## src/rtl/shift_serdes_pkg.sv

```systemverilog
// Shared types for the shift_serdes serialiser/deserialiser.
// State encodings are fixed so later serial blocks can decode them.
package shift_serdes_pkg;

    localparam logic [1:0] ENC_IDLE  = 2'd0;
    localparam logic [1:0] ENC_SHIFT = 2'd1;
    localparam logic [1:0] ENC_DONE  = 2'd2;

    typedef enum logic [1:0] {
        ST_IDLE  = ENC_IDLE,
        ST_SHIFT = ENC_SHIFT,
        ST_DONE  = ENC_DONE
    } state_t;

endpackage

```

## src/rtl/shift_serdes_if.sv

```systemverilog
// Parallel/serial signal bundle for shift_serdes.
// master drives the request side, slave is the serdes itself.
interface shift_serdes_if #(
    parameter int WIDTH = 8
);

    logic             i_start;
    logic [WIDTH-1:0] i_load_data;
    logic             i_shift_en;
    logic             i_s_in;
    logic             o_s_out;
    logic             o_busy;
    logic             o_done;
    logic [WIDTH-1:0] o_par_out;

    modport master (
        output i_start, i_load_data, i_shift_en, i_s_in,
        input  o_s_out, o_busy, o_done, o_par_out
    );

    modport slave (
        input  i_start, i_load_data, i_shift_en, i_s_in,
        output o_s_out, o_busy, o_done, o_par_out
    );

endinterface

```

## src/rtl/shift_bit_cnt.sv

```systemverilog
// Bit counter with clear, enable and terminal count at WIDTH-1.
// Clear has priority over enable.
module shift_bit_cnt #(
    parameter int WIDTH = 8
) (
    input  logic clk,
    input  logic rst,
    input  logic i_clr,
    input  logic i_en,
    output logic o_tc
);

    localparam int CNT_W = $clog2(WIDTH);

    logic [CNT_W-1:0] r_cnt;

    always_ff @(posedge clk or posedge rst) begin
        if (rst) begin
            r_cnt <= '0;
        end else if (i_clr) begin
            r_cnt <= '0;
        end else if (i_en) begin
            r_cnt <= r_cnt + CNT_W'(1);
        end
    end

    assign o_tc = (r_cnt == CNT_W'(WIDTH - 1));

endmodule

```

## src/rtl/shift_serdes.sv

```systemverilog
// Parallel-load shift register serdes with IDLE/SHIFT/DONE controller.
// Define SHIFT_SERDES_LSB_FIRST_EN to shift LSB-first instead of MSB-first.
module shift_serdes
    import shift_serdes_pkg::*;
#(
    parameter int WIDTH = 8
) (
    input  logic           clk,
    input  logic           rst,
    shift_serdes_if.slave  bus
);

    state_t           r_state;
    state_t           w_next;
    logic [WIDTH-1:0] r_shreg;
    logic [WIDTH-1:0] r_par_out;
    logic [WIDTH-1:0] w_shift_val;
    logic             w_load;
    logic             w_tick;
    logic             w_tc;
    logic             w_busy;
    logic             w_done;

    assign w_load = (r_state == ST_IDLE) && bus.i_start;
    assign w_tick = (r_state == ST_SHIFT) && bus.i_shift_en;

`ifdef SHIFT_SERDES_LSB_FIRST_EN
    assign w_shift_val = {bus.i_s_in, r_shreg[WIDTH-1:1]};
    assign bus.o_s_out = r_shreg[0];
`else
    assign w_shift_val = {r_shreg[WIDTH-2:0], bus.i_s_in};
    assign bus.o_s_out = r_shreg[WIDTH-1];
`endif

    shift_bit_cnt #(
        .WIDTH (WIDTH)
    ) u_cnt (
        .clk   (clk),
        .rst   (rst),
        .i_clr (w_load || (w_tick && w_tc)),
        .i_en  (w_tick),
        .o_tc  (w_tc)
    );

    always_ff @(posedge clk or posedge rst) begin
        if (rst) begin
            r_state <= ST_IDLE;
        end else begin
            r_state <= w_next;
        end
    end

    always_comb begin
        w_next = r_state;
        unique case (r_state)
            ST_IDLE:  if (bus.i_start) w_next = ST_SHIFT;
            ST_SHIFT: if (w_tick && w_tc) w_next = ST_DONE;
            ST_DONE:  w_next = ST_IDLE;
            default:  w_next = ST_IDLE;
        endcase
    end

    always_comb begin
        w_busy = 1'b0;
        w_done = 1'b0;
        unique case (r_state)
            ST_SHIFT: w_busy = 1'b1;
            ST_DONE: begin
                w_busy = 1'b1;
                w_done = 1'b1;
            end
            default: ;
        endcase
    end

    // Final capture reuses the shift value so par_out matches shreg.
    always_ff @(posedge clk or posedge rst) begin
        if (rst) begin
            r_shreg   <= '0;
            r_par_out <= '0;
        end else if (w_load) begin
            r_shreg <= bus.i_load_data;
        end else if (w_tick) begin
            r_shreg <= w_shift_val;
            if (w_tc) begin
                r_par_out <= w_shift_val;
            end
        end
    end

    assign bus.o_busy    = w_busy;
    assign bus.o_done    = w_done;
    assign bus.o_par_out = r_par_out;

endmodule

```

## src/flat_wrapper.sv

```systemverilog
// flat-port wrapper written by rule: the top's interface ports become plain ports
module shift_serdes_flat import shift_serdes_pkg::*;
#(
    parameter int WIDTH = 8
)
  (clk, rst, bus_i_start, bus_i_load_data, bus_i_shift_en, bus_i_s_in, bus_o_s_out, bus_o_busy, bus_o_done, bus_o_par_out);
  shift_serdes_if #(.WIDTH(WIDTH)) bus_i ();
  input  logic clk;
  input  logic rst;
  input wire logic [$bits(bus_i.i_start)-1:0] bus_i_start;
  input wire logic [$bits(bus_i.i_load_data)-1:0] bus_i_load_data;
  input wire logic [$bits(bus_i.i_shift_en)-1:0] bus_i_shift_en;
  input wire logic [$bits(bus_i.i_s_in)-1:0] bus_i_s_in;
  output wire logic [$bits(bus_i.o_s_out)-1:0] bus_o_s_out;
  output wire logic [$bits(bus_i.o_busy)-1:0] bus_o_busy;
  output wire logic [$bits(bus_i.o_done)-1:0] bus_o_done;
  output wire logic [$bits(bus_i.o_par_out)-1:0] bus_o_par_out;
  assign bus_i.i_start = bus_i_start;
  assign bus_i.i_load_data = bus_i_load_data;
  assign bus_i.i_shift_en = bus_i_shift_en;
  assign bus_i.i_s_in = bus_i_s_in;
  assign bus_o_s_out = bus_i.o_s_out;
  assign bus_o_busy = bus_i.o_busy;
  assign bus_o_done = bus_i.o_done;
  assign bus_o_par_out = bus_i.o_par_out;
  shift_serdes #(.WIDTH(WIDTH)) u_core (.clk(clk), .rst(rst), .bus(bus_i));
endmodule
```

## config.mk

```make
export PLATFORM = sky130hd
export DESIGN_NAME = shift_serdes_flat
export DESIGN_NICKNAME = d
export VERILOG_FILES = /design/src/rtl/shift_serdes_pkg.sv /design/src/rtl/shift_serdes_if.sv /design/src/rtl/shift_bit_cnt.sv /design/src/rtl/shift_serdes.sv /design/src/flat_wrapper.sv
export SDC_FILE = /design/constraint.sdc
export NUM_CORES = 1
export LEC_CHECK = 0
export ABC_AREA = 1
export ABC_CLOCK_PERIOD_IN_PS = 2700
export BUFFER_PORTS_ARGS = -buffer_cell sky130_fd_sc_hd__buf_2
export CAP_MARGIN = 20
export CORE_MARGIN = 1
export CORE_UTILIZATION = 55
export CTS_CLUSTER_SIZE = 12
export DETAILED_ROUTE_END_ITERATION = 12
export PLACE_DENSITY = 0.86
export SYNTH_ARGS = -nofsm -noshare
export SYNTH_HDL_FRONTEND = slang
export SYNTH_SLANG_ARGS = --single-unit
```

## constraint.sdc

```tcl
create_clock -name clk -period 2.7 [get_ports clk]
set_input_delay 0.675 -clock clk [delete_from_list [all_inputs] [get_ports clk]]
set_output_delay 0.675 -clock clk [all_outputs]
set_load 0.03 [all_outputs]
```

* Word level (Yosys, flattened, before mapping)
Cells that the tools add are included.
Cells by class: $add $sub $neg 1, equality and inequality tests 5, multiplexer cells 9, bitwise operators 1, reduce and logical (&&, ||, !) cells 10
Operators with widths (count):
- two-way mux 8 bit | 2
- two-way mux 3 bit | 2
- two-way mux 2 bit | 2
- inequality test 2 bit, second input constant | 2
- one-hot mux 2 bit (2 select lines) | 1
- nonzero test 2 bit | 2
- adder 3 x 1 -> 3 bit, second input constant | 1
- equality test 3 bit, second input constant | 1
- logical AND 1 bit | 3
- AND reduction 3 bit | 1
- equality test 2 x 1 -> 1 bit, second input constant | 1
- equality test 2 bit, second input constant | 1
- logical NOT 2 bit | 1
- two-way mux 1 bit | 2
- AND reduction 2 bit | 1
- OR reduction 2 bit | 1
- logical OR 1 bit | 1
- inverter 1 bit | 1
Word-level totals: bits in registers 21, output and inout port bits 11, logic and storage cells 30

* Longest topological paths before layout
depth in word-level cells 5, mapped depth 8, mapped depth without buffers 8

* By module
A second synthesis with hierarchy kept.
Second synthesis, totals: cell total of the unflattened synthesis 134, area total of the unflattened synthesis 1061.0 um^2
Modules (own cells, without submodules):
- shift_serdes | times used 1, cells an instance 116, area each 905.9 um^2
- shift_bit_cnt | times used 1, cells an instance 18, area each 155.1 um^2

* Least setup slack after synthesis
No wires, ideal clock.
kind flip-flop to output port, start point reg u_core.r_state[0], end point out bus_o_busy, arrival 0.873 ns, setup slack 1.152 ns, cell stages (with the launch flop) 3, cell sequence dfrtp_1 inv_1 ha_1
Between the ends: cells in the longest elaborated chain, start to end 3, elaborated cells between the ends (all ways) 4
Ends and longest elaborated chain:
- start, declared | line shift_serdes.sv:13 | state_t r_state;
- start signal, assigned | line shift_serdes.sv:49 | r_state <= w_next;
- equality test 2 bit or equality test 2 x 1 -> 1 bit (tied branches) | line shift_serdes.sv:66 | unique case (r_state)
- OR reduction 2 bit (no source line) (*)
- two-way mux 1 bit (*) | line shift_serdes.sv:66
- end, declared | line flat_wrapper.sv:15 | output wire logic [$bits(bus_i.o_busy)-1:0] bus_o_busy;
Mark *: on every way between the ends. The rest lies on a longest branch, timed or not.

* Worst setup path in the final report
Same ends and word-level chain as after synthesis.

==> impl_metrics.py <==
metrics = {
    "global_route": {
        "grtUsageMet1_pct": 26.5,
        "busiest_layer": "met2",
        "grt_use_total_pct": 24.2,
        "grtUsageMet3_pct": 3.53,
        "use_met2_pct": 44.5,
        "grt-ovfl-total": 0,
        "grt_max_degree": 23,
        "grt_pass1_vias": 851,
        "antenna_found_initial": 0,
        "grt_pass1_wl_um": 3500,
    },
    "layout": {
        "drive_gt1_share_pct": 23.1,
        "design_area_sq_um": 1220,
        "n_antenna_cell": 0,
        "most-common-layout-cells": "69 x nand2_1, 23 x buf_2, 21 x dfrtp_1, 14 x nand3_1, 7 x ha_1",
        "areaGrowthSynthToFinish_pct": 14.5,
        "final_common_cell": "nand2_1",
        "final_nets": 177,
    },
    "min_path": {
        "min_path_type": "primary input to asynchronous set/reset pin",
    },
    "timing": {
        "timing.setup.tns_ps": 0,
        "fin_ws_ps": 722,
        "worst_hold_slack_ps": 475,
        "rsz0062_at_grt": "false",
        "slew_violations": 0,
        "clock_skew_ps": 10.1,
        "fin_crit_sh_pct": 73.3,
        "min_period_ps": 1980,
        "relSlewSlack_pct": 48.5,
        "fmax_ghz": 0.506,
        "worstMarginPinSlew_ps": 771,
        "hold_viol": 0,
        "setup_viol": 0,
    },
    "die": {
        "start_util_pct": 60.6,
        "die_width_um": 46.1,
        "dieArea_sq_um": 2120,
        "num_io_pins": 24,
        "die_y_um": 46.1,
        "core_sq_um": 1760,
        "rows": 15,
    },
    "detailed_routing": {
        "drt_wl_total_um": 2200,
        "drc": 0,
        "wl_per_cell_um": 12.1,
        "postRouteAntennaNets": 0,
        "vias_per_cell": 5.23,
        "num_vias": 947,
        "drt-initial-drc-count": 30,
        "dr.pass1.iters": 4,
    },
    "synthesis": {
        "syn-cell-area_sq_um": 1070,
        "syn_avg_cell_area_sq_um": 8.16,
        "synth_nets": 151,
        "synthCells": 131,
        "ys_seq_elements": 21,
        "yosysWarnings": 0,
        "synth_top_area_share_pct": 49.2,
        "yosysTopAreaCell": "dfrtp_1",
        "yosysSeqAreaShare_pct": 49.2,
        "synth_cell_types": 15,
        "synthTopCellsByArea": "dfrtp_1 49%, nand2_1 24%, ha_1 8.2%",
    },
    "clock_tree": {
        "cts_tree": "done",
        "cts_setup_buffers": 0,
        "ctsLongestPathBuffers": 2,
        "insertion_delay_ps": 320,
        "clock_sinks": 21,
        "cts_made_buffers": 3,
        "root_buffer": "clkbuf_4",
        "ctsResizeCount": 0,
        "cts_hold_buf": 0,
        "cts.clk_slew.worst_paths_ps": 120,
        "h-tree-depth": 1,
    },
    "pwr": {
        "max-vdd-ir-drop_v": 0.000707,
        "p_per_area_nw_per_um2": 868,
        "leakage_nw": 0.758,
        "p_total_w": 0.00106,
    },
    "worst_setup_path": {
        "startpoint_type": "register",
        "crit_type": "register to primary output",
        "cpLargestDelayFamily": "flip-flops",
        "critical_path_arrival_ps": 1300,
        "reg2reg_from": "u_core.r_state[0]",
        "critPathMaxFanout": 4,
        "required_ps": 2030,
        "regToRegSetupSlack_ps": 1010,
        "rr_endpoint": "u_core.r_shreg[7]",
        "cp_slowest_cell": "dfrtp_1",
        "end_kind": "primary output",
        "r2r_cells": 7,
        "critical-path-max-stage-delay_ps": 430,
        "crit_buf_inv": 2,
        "crit_chain": "inv_1, ha_1, buf_2",
    },
    "run_status": {
        "status": "finished, final reports clean",
    },
    "placement": {
        "gp_congestion": 0.807,
        "dpl_worst_slack_ps": 1010,
        "place.port_buffers": 23,
        "hpwlAfterDp_um": 1630,
        "place_area_sq_um": 1200,
    },
    "job": {
        "maxCapViolations": 0,
    },
}
power breakdown:
part           leakage (nW)  internal, W  switching (W)
sequential            0.280     0.000392      0.0000625
combinational         0.461     0.000138       0.000314
clock                0.0177    0.0000555       0.000101
state kept, by name, summed over array words and instances (netlist names):
signal,cells
u_core.r_state,2
u_core.u_cnt.r_cnt,3
u_core.bus.o_par_out,8
u_core.r_shreg,8
metal layers:
layer | part of all wire, % | vias to the layer above
li1 | - | 458
met4 | 2.2 | 0
met1 | 38 | 427
met5 | 0 | -
met3 | 7.4 | 5
met2 | 52 | 57
worst reg2reg max path: cells and delay by family, from the launching register on:
family                     cells  cell delay [ps]
and+or+nand+nor                4              700
adders and majority gates      1              220
DFF                            1              430
buffers and inverters          2              280
Yosys cell counts (all sizes together):
cell    count
inv         8
nand3      15
or2         1
nand2      73
a21oi       1
clkinv      1
ha          7
dfrtp      21
nand4       2
buf         2
cell type report:
class	count	area [sq um]
Clock buffer	3	22.5
Clock inverter	1	5.00
Sequential cell	21	526
Tap cell	25	31.3
Fill cell	171	541
Multi-Input combinational cell	99	489
Inverter	9	35.0
Timing Repair Buffer	23	115
through the flow:
| stage | std cells | util, % |
|---|---|---|
| after detailed placement | 177 | 67.8 |
| after floorplan | 131 | - |
| after global routing | 181 | 69.4 |
| final | 181 | 69.4 |
| after global placement | 177 | 67.8 |
| after CTS | 181 | 69.4 |
cell families (layout without fill, tap and decap cells):
group	after synthesis	after routing	synth area share (%)
AO/OA/AOI/OAI	1	1	0.820
flip-flops	21	21	49.2
AND/OR/NAND/NOR	91	91	36.8
adder cells (fa/ha/maj)	7	7	8.20
buffers and inverters	11	36	5.03
worst max-delay path by stage:
stage | from | endpoint | slack, ps | cells past startpoint
finish | u_core.r_state[0] | bus_o_busy | 720 | 3
global route | u_core.r_state[1] | bus_o_busy | 660 | 3
CTS | u_core.r_state[1] | bus_o_busy | 720 | 3
detailed placement | bus_i_start | u_core.r_shreg[7] | 1010 | 6
global placement | bus_i_start | u_core.r_shreg[6] | 1080 | 7
floorplan | u_core.r_state[0] | bus_o_busy | 1150 | 2
(Power assumes the default switching activity.)
